### src/rtl/stack_pointer_unit.sv
// -----------------------------------------------------------------------------
// stack_pointer_unit
//
// Purpose:
//   Stack control unit placed directly upstream of the register bank. It owns
//   the authoritative stack pointer, runs PUSH/POP transactions against data
//   memory through a req/ack handshake, and publishes the new $rp value
//   together with a one-cycle load strobe (pilha_e) so the bank can mirror it.
//   The stack grows downward, one word per entry, starting from RP_TOP.
//   PUSH pre-decrements the pointer and POP post-increments it.
//
// Optional feature:
//   Define STACK_WATERMARK_EN to add output max_depth, which holds the deepest
//   stack occupancy reached since reset. When the macro is undefined, the port
//   and its logic are absent.
//
// Ports:
//   clock      in   1       rising-edge clock
//   reset_n    in   1       asynchronous active-low reset
//   push       in   1       push request (sampled only in IDLE)
//   pop        in   1       pop request (sampled only in IDLE)
//   dado_push  in   32      word to push, captured together with push
//   ready      out  1       high while IDLE (a request is accepted this cycle)
//   mem_addr   out  ADDR_W  memory address of the current transaction
//   mem_wdata  out  32      memory write data
//   mem_we     out  1       memory write request, held until mem_ack
//   mem_re     out  1       memory read request, held until mem_ack
//   mem_ack    in   1       memory completion (sampled only in wait states)
//   mem_rdata  in   32      memory read data, valid with mem_ack
//   rp         out  ADDR_W  current stack pointer
//   pilha_e    out  1       one-cycle strobe: bank must load rp
//   pop_dado   out  32      popped word
//   pop_valid  out  1       one-cycle strobe: pop_dado is valid
//   overflow   out  1       one-cycle pulse: push refused, stack full
//   underflow  out  1       one-cycle pulse: pop refused, stack empty
//   max_depth  out  ADDR_W  (STACK_WATERMARK_EN only) deepest occupancy seen
// -----------------------------------------------------------------------------
module stack_pointer_unit #(
  parameter int unsigned           ADDR_W     = 32,
  parameter logic [ADDR_W-1:0]     RP_TOP     = ADDR_W'(224),
  parameter logic [ADDR_W-1:0]     STACK_BASE = ADDR_W'(160)
) (
  input  logic              clock,
  input  logic              reset_n,
  input  logic              push,
  input  logic              pop,
  input  logic [31:0]       dado_push,
  output logic              ready,
  output logic [ADDR_W-1:0] mem_addr,
  output logic [31:0]       mem_wdata,
  output logic              mem_we,
  output logic              mem_re,
  input  logic              mem_ack,
  input  logic [31:0]       mem_rdata,
  output logic [ADDR_W-1:0] rp,
`ifdef STACK_WATERMARK_EN
  output logic [ADDR_W-1:0] max_depth,
`endif
  output logic              pilha_e,
  output logic [31:0]       pop_dado,
  output logic              pop_valid,
  output logic              overflow,
  output logic              underflow
);

  typedef enum logic [1:0] {
    S_IDLE   = 2'd0,
    S_WAIT_W = 2'd1,
    S_WAIT_R = 2'd2
  } state_t;

  localparam logic [ADDR_W-1:0] ONE = ADDR_W'(1);

  // State and registered outputs
  state_t              r_state;
  logic [ADDR_W-1:0]   r_rp;
  logic [ADDR_W-1:0]   r_mem_addr;
  logic [31:0]         r_mem_wdata;
  logic                r_mem_we;
  logic                r_mem_re;
  logic                r_pilha_e;
  logic [31:0]         r_pop_dado;
  logic                r_pop_valid;
  logic                r_overflow;
  logic                r_underflow;

  // Next-state / next-output values
  state_t              w_state_nxt;
  logic [ADDR_W-1:0]   w_rp_nxt;
  logic [ADDR_W-1:0]   w_mem_addr_nxt;
  logic [31:0]         w_mem_wdata_nxt;
  logic                w_mem_we_nxt;
  logic                w_mem_re_nxt;
  logic                w_pilha_e_nxt;
  logic [31:0]         w_pop_dado_nxt;
  logic                w_pop_valid_nxt;
  logic                w_overflow_nxt;
  logic                w_underflow_nxt;

  // Request decode: simultaneous push and pop is illegal and starts nothing
  logic                w_push_only;
  logic                w_pop_only;
  logic                w_full;
  logic                w_empty;

  assign w_push_only = push & ~pop;
  assign w_pop_only  = pop & ~push;
  assign w_full      = (r_rp == STACK_BASE);
  assign w_empty     = (r_rp == RP_TOP);

`ifdef STACK_WATERMARK_EN
  logic [ADDR_W-1:0]   r_max_depth;
  logic [ADDR_W-1:0]   w_max_depth_nxt;
  logic [ADDR_W-1:0]   w_depth_after_push;

  // Occupancy once the pending push commits (new rp = rp - 1)
  assign w_depth_after_push = RP_TOP - (r_rp - ONE);
`endif

  // State register and registered outputs
  always_ff @(posedge clock or negedge reset_n) begin
    if (!reset_n) begin
      r_state     <= S_IDLE;
      r_rp        <= RP_TOP;
      r_mem_addr  <= '0;
      r_mem_wdata <= 32'h0000_0000;
      r_mem_we    <= 1'b0;
      r_mem_re    <= 1'b0;
      r_pilha_e   <= 1'b0;
      r_pop_dado  <= 32'h0000_0000;
      r_pop_valid <= 1'b0;
      r_overflow  <= 1'b0;
      r_underflow <= 1'b0;
`ifdef STACK_WATERMARK_EN
      r_max_depth <= '0;
`endif
    end else begin
      r_state     <= w_state_nxt;
      r_rp        <= w_rp_nxt;
      r_mem_addr  <= w_mem_addr_nxt;
      r_mem_wdata <= w_mem_wdata_nxt;
      r_mem_we    <= w_mem_we_nxt;
      r_mem_re    <= w_mem_re_nxt;
      r_pilha_e   <= w_pilha_e_nxt;
      r_pop_dado  <= w_pop_dado_nxt;
      r_pop_valid <= w_pop_valid_nxt;
      r_overflow  <= w_overflow_nxt;
      r_underflow <= w_underflow_nxt;
`ifdef STACK_WATERMARK_EN
      r_max_depth <= w_max_depth_nxt;
`endif
    end
  end

  // Next-state logic
  always_comb begin
    w_state_nxt = r_state;
    case (r_state)
      S_IDLE: begin
        if (w_push_only && !w_full) begin
          w_state_nxt = S_WAIT_W;
        end else if (w_pop_only && !w_empty) begin
          w_state_nxt = S_WAIT_R;
        end else begin
          w_state_nxt = S_IDLE;
        end
      end
      S_WAIT_W: begin
        if (mem_ack) begin
          w_state_nxt = S_IDLE;
        end else begin
          w_state_nxt = S_WAIT_W;
        end
      end
      S_WAIT_R: begin
        if (mem_ack) begin
          w_state_nxt = S_IDLE;
        end else begin
          w_state_nxt = S_WAIT_R;
        end
      end
      default: begin
        w_state_nxt = S_IDLE;
      end
    endcase
  end

  // Output logic: next values of the registered outputs
  always_comb begin
    // Data/address registers hold, pulses fall back to zero every cycle
    w_rp_nxt        = r_rp;
    w_mem_addr_nxt  = r_mem_addr;
    w_mem_wdata_nxt = r_mem_wdata;
    w_mem_we_nxt    = r_mem_we;
    w_mem_re_nxt    = r_mem_re;
    w_pilha_e_nxt   = 1'b0;
    w_pop_dado_nxt  = r_pop_dado;
    w_pop_valid_nxt = 1'b0;
    w_overflow_nxt  = 1'b0;
    w_underflow_nxt = 1'b0;
`ifdef STACK_WATERMARK_EN
    w_max_depth_nxt = r_max_depth;
`endif
    case (r_state)
      S_IDLE: begin
        w_mem_we_nxt = 1'b0;
        w_mem_re_nxt = 1'b0;
        if (w_push_only) begin
          if (w_full) begin
            w_overflow_nxt = 1'b1;
          end else begin
            // Pre-decrement: the new entry lives just below the current top
            w_mem_addr_nxt  = r_rp - ONE;
            w_mem_wdata_nxt = dado_push;
            w_mem_we_nxt    = 1'b1;
          end
        end else if (w_pop_only) begin
          if (w_empty) begin
            w_underflow_nxt = 1'b1;
          end else begin
            w_mem_addr_nxt = r_rp;
            w_mem_re_nxt   = 1'b1;
          end
        end else begin
          w_mem_we_nxt = 1'b0;
        end
      end
      S_WAIT_W: begin
        if (mem_ack) begin
          w_rp_nxt      = r_rp - ONE;
          w_pilha_e_nxt = 1'b1;
          w_mem_we_nxt  = 1'b0;
`ifdef STACK_WATERMARK_EN
          if (w_depth_after_push > r_max_depth) begin
            w_max_depth_nxt = w_depth_after_push;
          end else begin
            w_max_depth_nxt = r_max_depth;
          end
`endif
        end else begin
          w_mem_we_nxt = 1'b1;
        end
      end
      S_WAIT_R: begin
        if (mem_ack) begin
          w_pop_dado_nxt  = mem_rdata;
          w_rp_nxt        = r_rp + ONE;
          w_pilha_e_nxt   = 1'b1;
          w_pop_valid_nxt = 1'b1;
          w_mem_re_nxt    = 1'b0;
        end else begin
          w_mem_re_nxt = 1'b1;
        end
      end
      default: begin
        // Unreachable encoding: drop both memory requests on the way back to IDLE
        w_mem_we_nxt = 1'b0;
        w_mem_re_nxt = 1'b0;
      end
    endcase
  end

  assign ready     = (r_state == S_IDLE);
  assign mem_addr  = r_mem_addr;
  assign mem_wdata = r_mem_wdata;
  assign mem_we    = r_mem_we;
  assign mem_re    = r_mem_re;
  assign rp        = r_rp;
  assign pilha_e   = r_pilha_e;
  assign pop_dado  = r_pop_dado;
  assign pop_valid = r_pop_valid;
  assign overflow  = r_overflow;
  assign underflow = r_underflow;
`ifdef STACK_WATERMARK_EN
  assign max_depth = r_max_depth;
`endif

endmodule

### config.mk
export PLATFORM = sky130hd
export DESIGN_NAME = stack_pointer_unit
export DESIGN_NICKNAME = d
export VERILOG_FILES = /design/src/rtl/stack_pointer_unit.sv
export SDC_FILE = /design/constraint.sdc
export NUM_CORES = 1
export LEC_CHECK = 0
export BUFFER_PORTS_ARGS = -buffer_cell sky130_fd_sc_hd__buf_2
export CAP_MARGIN = 5
export CORE_ASPECT_RATIO = 2
export CORE_MARGIN = 5
export CORE_UTILIZATION = 52
export CTS_CLUSTER_SIZE = 14
export DETAILED_ROUTE_END_ITERATION = 7
export PLACE_DENSITY = 0.91
export SYNTH_ARGS = -nofsm -noshare
export SYNTH_HDL_FRONTEND = slang
export SYNTH_SLANG_ARGS = --single-unit
### constraint.sdc
create_clock -name clock -period 3.4 [get_ports clock]
set_input_delay 0.68 -clock clock [delete_from_list [all_inputs] [get_ports clock]]
set_output_delay 0.68 -clock clock [all_outputs]
set_load 0.005 [all_outputs]
# Word-level counts from Yosys, hierarchy flattened
# Index checks and enable logic that the tools add are counted.
# totals
reg_bits	136
word_cells	68
output_inout_bits	135
# op_classes
n_mux	30
add_sub_neg	2
eq_ne	8
reduce_logical	12
n_bitwise	5
# op_table
op	count
$mux 32	6
$eq 32x8->1 const B	2
$pmux 32 s2	1
$add 32x1->32 const B	1
$sub 32x1->32 const B	1
$mux 1	17
$ne 2x2->1 const B	4
$mux 2	3
$pmux 1 s3	2
$pmux 2 s3	1
$reduce_and 3->1	2
$reduce_and 4->1	1
$reduce_bool 2->1	2
$not 1->1	3
$and 1x1->1	2
$eq 2x1->1 const B	1
$eq 2x2->1 const B	1
$logic_and 1x1->1	2
$logic_not 1->1	2
$logic_not 2->1	1
$reduce_and 2->1	1
$reduce_or 2->1	1

# Depth between registers and ports, before layout
# Gate-level depths: netlist (run 1).
# logic_depth
word_depth	6
depth_mapped	9
depth_no_buf	8

# Least setup slack after synthesis (run 1)
# OpenSTA, ideal clock, no wires.
# synth_timing
path_type	input -> register
from	in pop
to	reg r_mem_addr[25] (netlist: mem_addr[25])
arrival_ns	2.482
slack_ns	0.798
path_buffers	0
t_required_ns	3.280
setup_time_ns	0.120
path_stages	7
path_cell_list	inv_1 -> ha_1 -> nor4b_1 -> or4b_4 -> or4b_4 -> xor2_1 -> o21ai_2
# synth_via
elab_chain_cells	4
word_cells_on_any_way	8
cone_classes	2 x eq/ne; 1 x mux; 3 x bitwise; 2 x reduce/logical
# synth_lines
element	line	source
start, declared	46	input logic pop,
$not 1->1	106	assign w_push_only = push & ~pop;
$and 1x1->1	106	
$ne 2x2->1 (no line) / $reduce_bool 2->1 (equally long branches)	-	
$reduce_and 4->1 (no line)	-	
end signal, assigned	140	r_mem_addr <= w_mem_addr_nxt;
end, declared	77	logic [ADDR_W-1:0] r_mem_addr;
# Parallel ways exist; a longest one is shown, timed or not.
# A chain may end at the register's enable or synchronous reset.

# Final worst setup path (run 1)
# layout_timing
from	reg r_rp[0] (netlist: rp[0])
to	reg r_mem_wdata[1] (netlist: mem_wdata[1])
# layout_via
elab_chain_cells	3
# layout_lines
element	line	source
start, declared	76	logic [ADDR_W-1:0] r_rp;
start signal, assigned	139	r_rp <= w_rp_nxt;
$eq 32x8->1	108	assign w_full = (r_rp == STACK_BASE);
$not 1->1 (no line)	-	
$reduce_and 3->1 (no line)	-	
end signal, assigned	141	r_mem_wdata <= w_mem_wdata_nxt;
end, declared	78	logic [31:0] r_mem_wdata;
# No other way between the ends.

==> results of run 1 <==
## power by group
part	internal [mW]	switching (mW)	leakage, nW
clock network	1.06	0.769	0.287
registers	2.09	0.367	1.72
logic	0.849	0.840	2.00
## cells in the final DEF (no fill, tap or decap), types with 18 or more instances in the layout
master   count
nor2_1      31
mux2_2      65
nor3_1      19
nor4_1      21
xor2_1      26
nand4_1     18
o21ai_0     35
buf_2      202
xnor2_1     37
nand3_1     21
dfrtp_1    133
nand2_1     53
## final timing paths
kind                            depth (start not counted)                       end
min in group clock                                      2  mem_addr[16]$_DFFE_PN0P_
worst max-delay path                                    7  mem_wdata[1]$_DFFE_PN0P_
max in group asynchronous                               2   pop_dado[9]$_DFFE_PN0P_
worst min-delay path                                    1   mem_addr[7]$_DFFE_PN0P_
worst max register to register                          7  mem_wdata[1]$_DFFE_PN0P_
worst min register to register                          2  mem_addr[16]$_DFFE_PN0P_
## registers in the layout, indices dropped and copies added (netlist names), 2 cells and up
register	cells
mem_addr	32
mem_wdata	32
pop_dado	32
rp	32
r_state	2
## per-layer routing
layer  track usage [%]  share of wire, %
met2              43.2                53
met1              25.3                32
met4              16.4               7.0
met3              5.64               7.7
met5                 0                 0
## cell families (layout without fill, tap and decap cells)
group                      after synthesis  in the layout  share of synthesized area (%)
adders and majority gates                8              8                           1.52
xor gates and xnor gates                63             63                           8.36
buffers and inverters                   59            267                           3.81
muxes                                   68             68                           11.5
and+or+nand+nor                        208            208                           16.9
DFF                                    136            136                           51.6
AOI/OAI and AO/OA                       70             70                           6.22
## worst register-to-register path, stage by stage, from the launching register on
cell and delay [ns]:
dfrtp_1 0.48, inv_1 0.14, ha_1 0.22, nor3b_1 0.45, nand4_1 0.38, o31ai_4 0.32, buf_4 0.42, mux2_2 0.41
## final cells by class
class	instances	area, um^2
Timing Repair Buffer	222	1190
Fill cell	987	4180
Clock buffer	18	439
Sequential cell	136	3410
Multi-Input combinational cell	417	2950
Clock inverter	14	156
Tap cell	150	188
Inverter	13	48.8
## through the flow
stage / worst slack (ns) / cells
floorplan: 0.798 / 612
global placement: 0.562 / 938
detailed placement: 0.507 / 938
CTS: 0.497 / 970
global route: 0.309 / 970
finish: 0.473 / 970
==> run summary, run 1 <==
Hpwl dp: 13.8 mm
RSZ-0062 raised after global routing: no
Main flop type after synthesis: dfrtp_1
Fin area: 0.00838 mm^2
FMAX: 342 MHz
Seq/Total Area, Yosys: 51.6%
H-tree depth: 4
Routability congestion estimate: 0.947
Yosys top cell area share: 50.4%
TNS Setup: 0 ns
Pleak: 4.01 nW
Hold buffers post-CTS: 0
Critical Path Start: rp[0]$_DFFE_PN0P_
Area grow syn2layout: 27.0%
Ratio of cells with drive above 1 in the final layout: 40.6%
Most instantiated cells after synthesis: 133 x dfrtp_1, 65 x mux2_2, 53 x nand2_1, 37 x xnor2_1, 35 x o21ai_0
Die area: 0.0152 mm^2
Post-Syn Area: 0.00660 mm^2
Vias in the first global route: 5810
Worst Skew: 0.00820 ns
Post-Syn Area per Cell: 10.8 um^2
Initial DRC Count: 379
Worst-path maximum fanout: 34
Total power: 5.98 mW
CP delay by family, top: simple AND/OR/NAND/NOR gates
Port buffer count: 203
Pwr/cell area: 714 mW/mm^2
Placement Cell Area: 0.00778 mm^2
Hold slack: 0.245 ns
Distinct cells, synth: 50
Top cells by area, synth: dfrtp_1 50%, mux2_2 11%, xnor2_1 4.9%
CTS buffer count: 17
Post-CTS resize count: 0
Final min period: 2.93 ns
Detail Route Antenna Nets: 0
Postcts setup bufs: 0
CORE AREA: 0.0126 mm^2
FFs w/ async S/R, synth: 100%
WL per Instance: 19.2 um
DRC: 0
Clock sinks: 136
Worst path cell trace: inv_1, ha_1, nor3b_1, nand4_1, o31ai_4, buf_4, mux2_2
Synth warn: 0
Total congestion overflow: 0
Die W: 89.7 um
Slowest CP cell: dfrtp_1
CTS tree: built
RR Startpoint: rp[0]$_DFFE_PN0P_
Nets: 884
Die span in y: 169 um
Post-synthesis register bit count: 136
Outcome: completed
First-pass GRT wire length: 29.0 mm
Aggregate routed wire length: 18.6 mm
Hold Vio Cnt, Final: 0
Crit path capture type: register
Post-Syn Instances: 612
Period utilization: 86.1%
Worst slew pin tran: 0.844 ns
Count leader, synth: dfrtp_1
Maximum VDD drop: 0.606 mV
Root buf cell: clkbuf_16
Critical Path RT: 3.69 ns
Worst slew margin: 43.2%
Clk slew on worst S/H paths: 0.06 ns
Worst EP arrival: 3.22 ns
Worst-Skew Late Latency: 0.41 ns
Largest net degree at the start of global routing: 72
Kind of critical path: register to register
Overall Global Routing Usage: 24.8%
Bufs on Longest Clock Path: 2
Routed vias/inst: 5.82
Initial Util: 52.6%
Initial antenna violation count: 0
Vias: 5644
# IOs: 204
Flop2flop setup slack: 0.47 ns
Final setup violation count: 0
Leading area contributor after synthesis: dfrtp_1
Max-cap violations: 0
Final Max Tran Viols: 0
Post-synth EDFFs: 0
Rows: 58
Antenna diodes: 0
Max incr delay on CP: 0.48 ns
Util after Layout: 66.7%
Syn_nets: 689
Detailed Routing Iterations Pass 1: 5
Startpoint Class: register
Worst path bufs/invs: 2
Class of the worst hold path: input port to asynchronous set/reset pin
(Power assumes the default switching activity.)
==> run 2, diff against run 1 <==
--- a/config.mk
+++ b/config.mk
@@ -13,6 +13,7 @@
 export CTS_CLUSTER_SIZE = 14
 export DETAILED_ROUTE_END_ITERATION = 7
 export PLACE_DENSITY = 0.91
+export REMOVE_ABC_BUFFERS = 1
 export SYNTH_ARGS = -nofsm -noshare
 export SYNTH_HDL_FRONTEND = slang
 export SYNTH_SLANG_ARGS = --single-unit
==> run summary, run 2 (synthesized netlist as in run 1, its figures left out) <==
Outcome: completed (unchanged)
Initial antenna violation count: 0 (unchanged)
TNS Setup: 0 ns (unchanged)
Maximum VDD drop: 0.447 mV (was 0.606 mV)
Final Max Tran Viols: 0 (unchanged)
Worst slew pin tran: 0.847 ns (was 0.844 ns)
Worst Skew: 0.00891 ns (was 0.00820 ns)
Clk slew on worst S/H paths: 0.06 ns (about the same)
Worst slew margin: 43.0% (was 43.2%)
Routed vias/inst: 5.78 (was 5.82)
Kind of critical path: register to register (unchanged)
Worst EP arrival: 3.27 ns (was 3.22 ns)
Commonest non-fill, non-tap cell in the layout: buf_2 (unchanged)
Final setup violation count: 0 (unchanged)
Die span in y: 169 um (unchanged)
Commonest non-fill, non-tap cells in the layout: 202 x buf_2, 133 x dfrtp_1, 65 x mux2_2 (unchanged)
Root buf cell: clkbuf_16 (unchanged)
Total congestion overflow: 0 (unchanged)
Hold buffers post-CTS: 0 (unchanged)
Hpwl dp: 13.3 mm (was 13.8 mm)
Post-route non-filler standard cell count: 970 (unchanged)
Rows: 58 (unchanged)
Vias: 5608 (was 5644)
Worst path bufs/invs: 2 (unchanged)
RSZ-0062 raised after global routing: no (unchanged)
Bufs on Longest Clock Path: 2 (unchanged)
Class of the worst hold path: input port to asynchronous set/reset pin (unchanged)
Pwr/cell area: 728 mW/mm^2 (was 714 mW/mm^2)
Max incr delay on CP: 0.47 ns (was 0.48 ns)
# IOs: 204 (unchanged)
Slowest CP cell: dfrtp_1 (unchanged)
WL per Instance: 18.7 um (was 19.2 um)
Final min period: 2.98 ns (was 2.93 ns)
Crit path capture type: register (unchanged)
Nets: 884 (unchanged)
Startpoint Class: register (unchanged)
Worst-Skew Late Latency: 0.42 ns (was 0.41 ns)
Area grow syn2layout: 27.4% (was 27.0%)
CP delay by family, top: simple AND/OR/NAND/NOR gates (unchanged)
Setup WS pre-CTS: 0.433 ns (was 0.507 ns)
First-pass GRT wire length: 28.5 mm (was 29.0 mm)
DRC: 0 (unchanged)
Critical Path RT: 3.70 ns (was 3.69 ns)
Die area: 0.0152 mm^2 (unchanged)
Flop2flop setup slack: 0.42 ns (was 0.47 ns)
Clock sinks: 136 (unchanged)
Overall Global Routing Usage: 24.2% (was 24.8%)
Worst-path maximum fanout: 34 (unchanged)
Worst path cell trace: inv_1, ha_1, nor3b_1, nand4_1, o31ai_4, buf_4, mux2_2 (unchanged)
Post-route setup slack: 0.421 ns (was 0.473 ns)
Pleak: 4.03 nW (was 4.01 nW)
Vias in the first global route: 5651 (was 5810)
Antenna diodes: 0 (unchanged)
Routability congestion estimate: 0.949 (was 0.947)
Postcts setup bufs: 0 (unchanged)
Max-cap violations: 0 (unchanged)
CTS tree: built (unchanged)
Largest net degree at the start of global routing: 71 (was 72)
H-tree depth: 4 (unchanged)
CTS buffer count: 17 (unchanged)
# placed instances: 938 (unchanged)
Period utilization: 87.6% (was 86.1%)
Die W: 89.7 um (unchanged)
Initial DRC Count: 448 (was 379)
Detailed Routing Iterations Pass 1: 5 (unchanged)
Ratio of cells with drive above 1 in the final layout: 40.6% (unchanged)
Aggregate routed wire length: 18.2 mm (was 18.6 mm)
FMAX: 336 MHz (was 342 MHz)
Initial Util: 52.6% (unchanged)
Post-CTS resize count: 0 (unchanged)
Port buffer count: 203 (unchanged)
Hold Vio Cnt, Final: 0 (unchanged)
CORE AREA: 0.0126 mm^2 (unchanged)
Detail Route Antenna Nets: 0 (unchanged)
## run 2: cell types whose count changed in the layout (fill, tap and decap cells not counted), sizes merged
| cell | change |
|---|---|
| bufinv | +3 |
| clkbuf | -1 |
| clkinvlp | -1 |
| clkinv | +2 |
| inv | -3 |
## run 2: final timing paths
check / start / end / cells after the start
setup reg to reg: rp[0]$_DFFE_PN0P_ / mem_wdata[25]$_DFFE_PN0P_ / 7
min in group clock: mem_addr[24]$_DFFE_PN0P_ / mem_addr[24]$_DFFE_PN0P_ / 2
hold / removal: reset_n / mem_addr[12]$_DFFE_PN0P_ / 1
setup / recovery: rp[0]$_DFFE_PN0P_ / mem_wdata[25]$_DFFE_PN0P_ / 7
hold reg to reg: mem_addr[24]$_DFFE_PN0P_ / mem_addr[24]$_DFFE_PN0P_ / 2
max in group asynchronous: reset_n / mem_wdata[7]$_DFFE_PN0P_ / 2
## run 2: power breakdown
part	internal [mW]	switching (mW)
clock network	1.25	0.736
logic	0.842	0.830
registers	2.09	0.375
## run 2: cell type report
| cell class | instances | area (um^2) |
|---|---|---|
| Sequential cell | 136 | 3410 |
| Inverter | 13 | 48.8 |
| Timing Repair Buffer | 222 | 1180 |
| Fill cell | 962 | 4150 |
| Multi-Input combinational cell | 417 | 2950 |
| Tap cell | 150 | 188 |
| Clock inverter | 15 | 214 |
| Clock buffer | 17 | 425 |
## run 2: through the flow
step	hold slack (ns)	area, um^2	total power, mW	utilization (%)
final	0.103	8410	6.12	67.0
after global routing	0.110	8410	6.46	67.0
after CTS	0.0968	8410	6.17	67.0
after detailed placement	0.469	7770	4.16	61.9
after global placement	0.459	7770	4.07	61.9
after floorplan	0.384	6390	3.28	-
## run 2: metal layers
metal | up-vias | routed length (um) | GRT usage (%)
met1 | 2652 | 6390 | 26.6
met3 | 92 | 1270 | 5.54
met2 | 315 | 9500 | 41.2
met4 | 0 | 1030 | 14.3
li1 | 2549 | - | -
met5 | - | 0 | 0
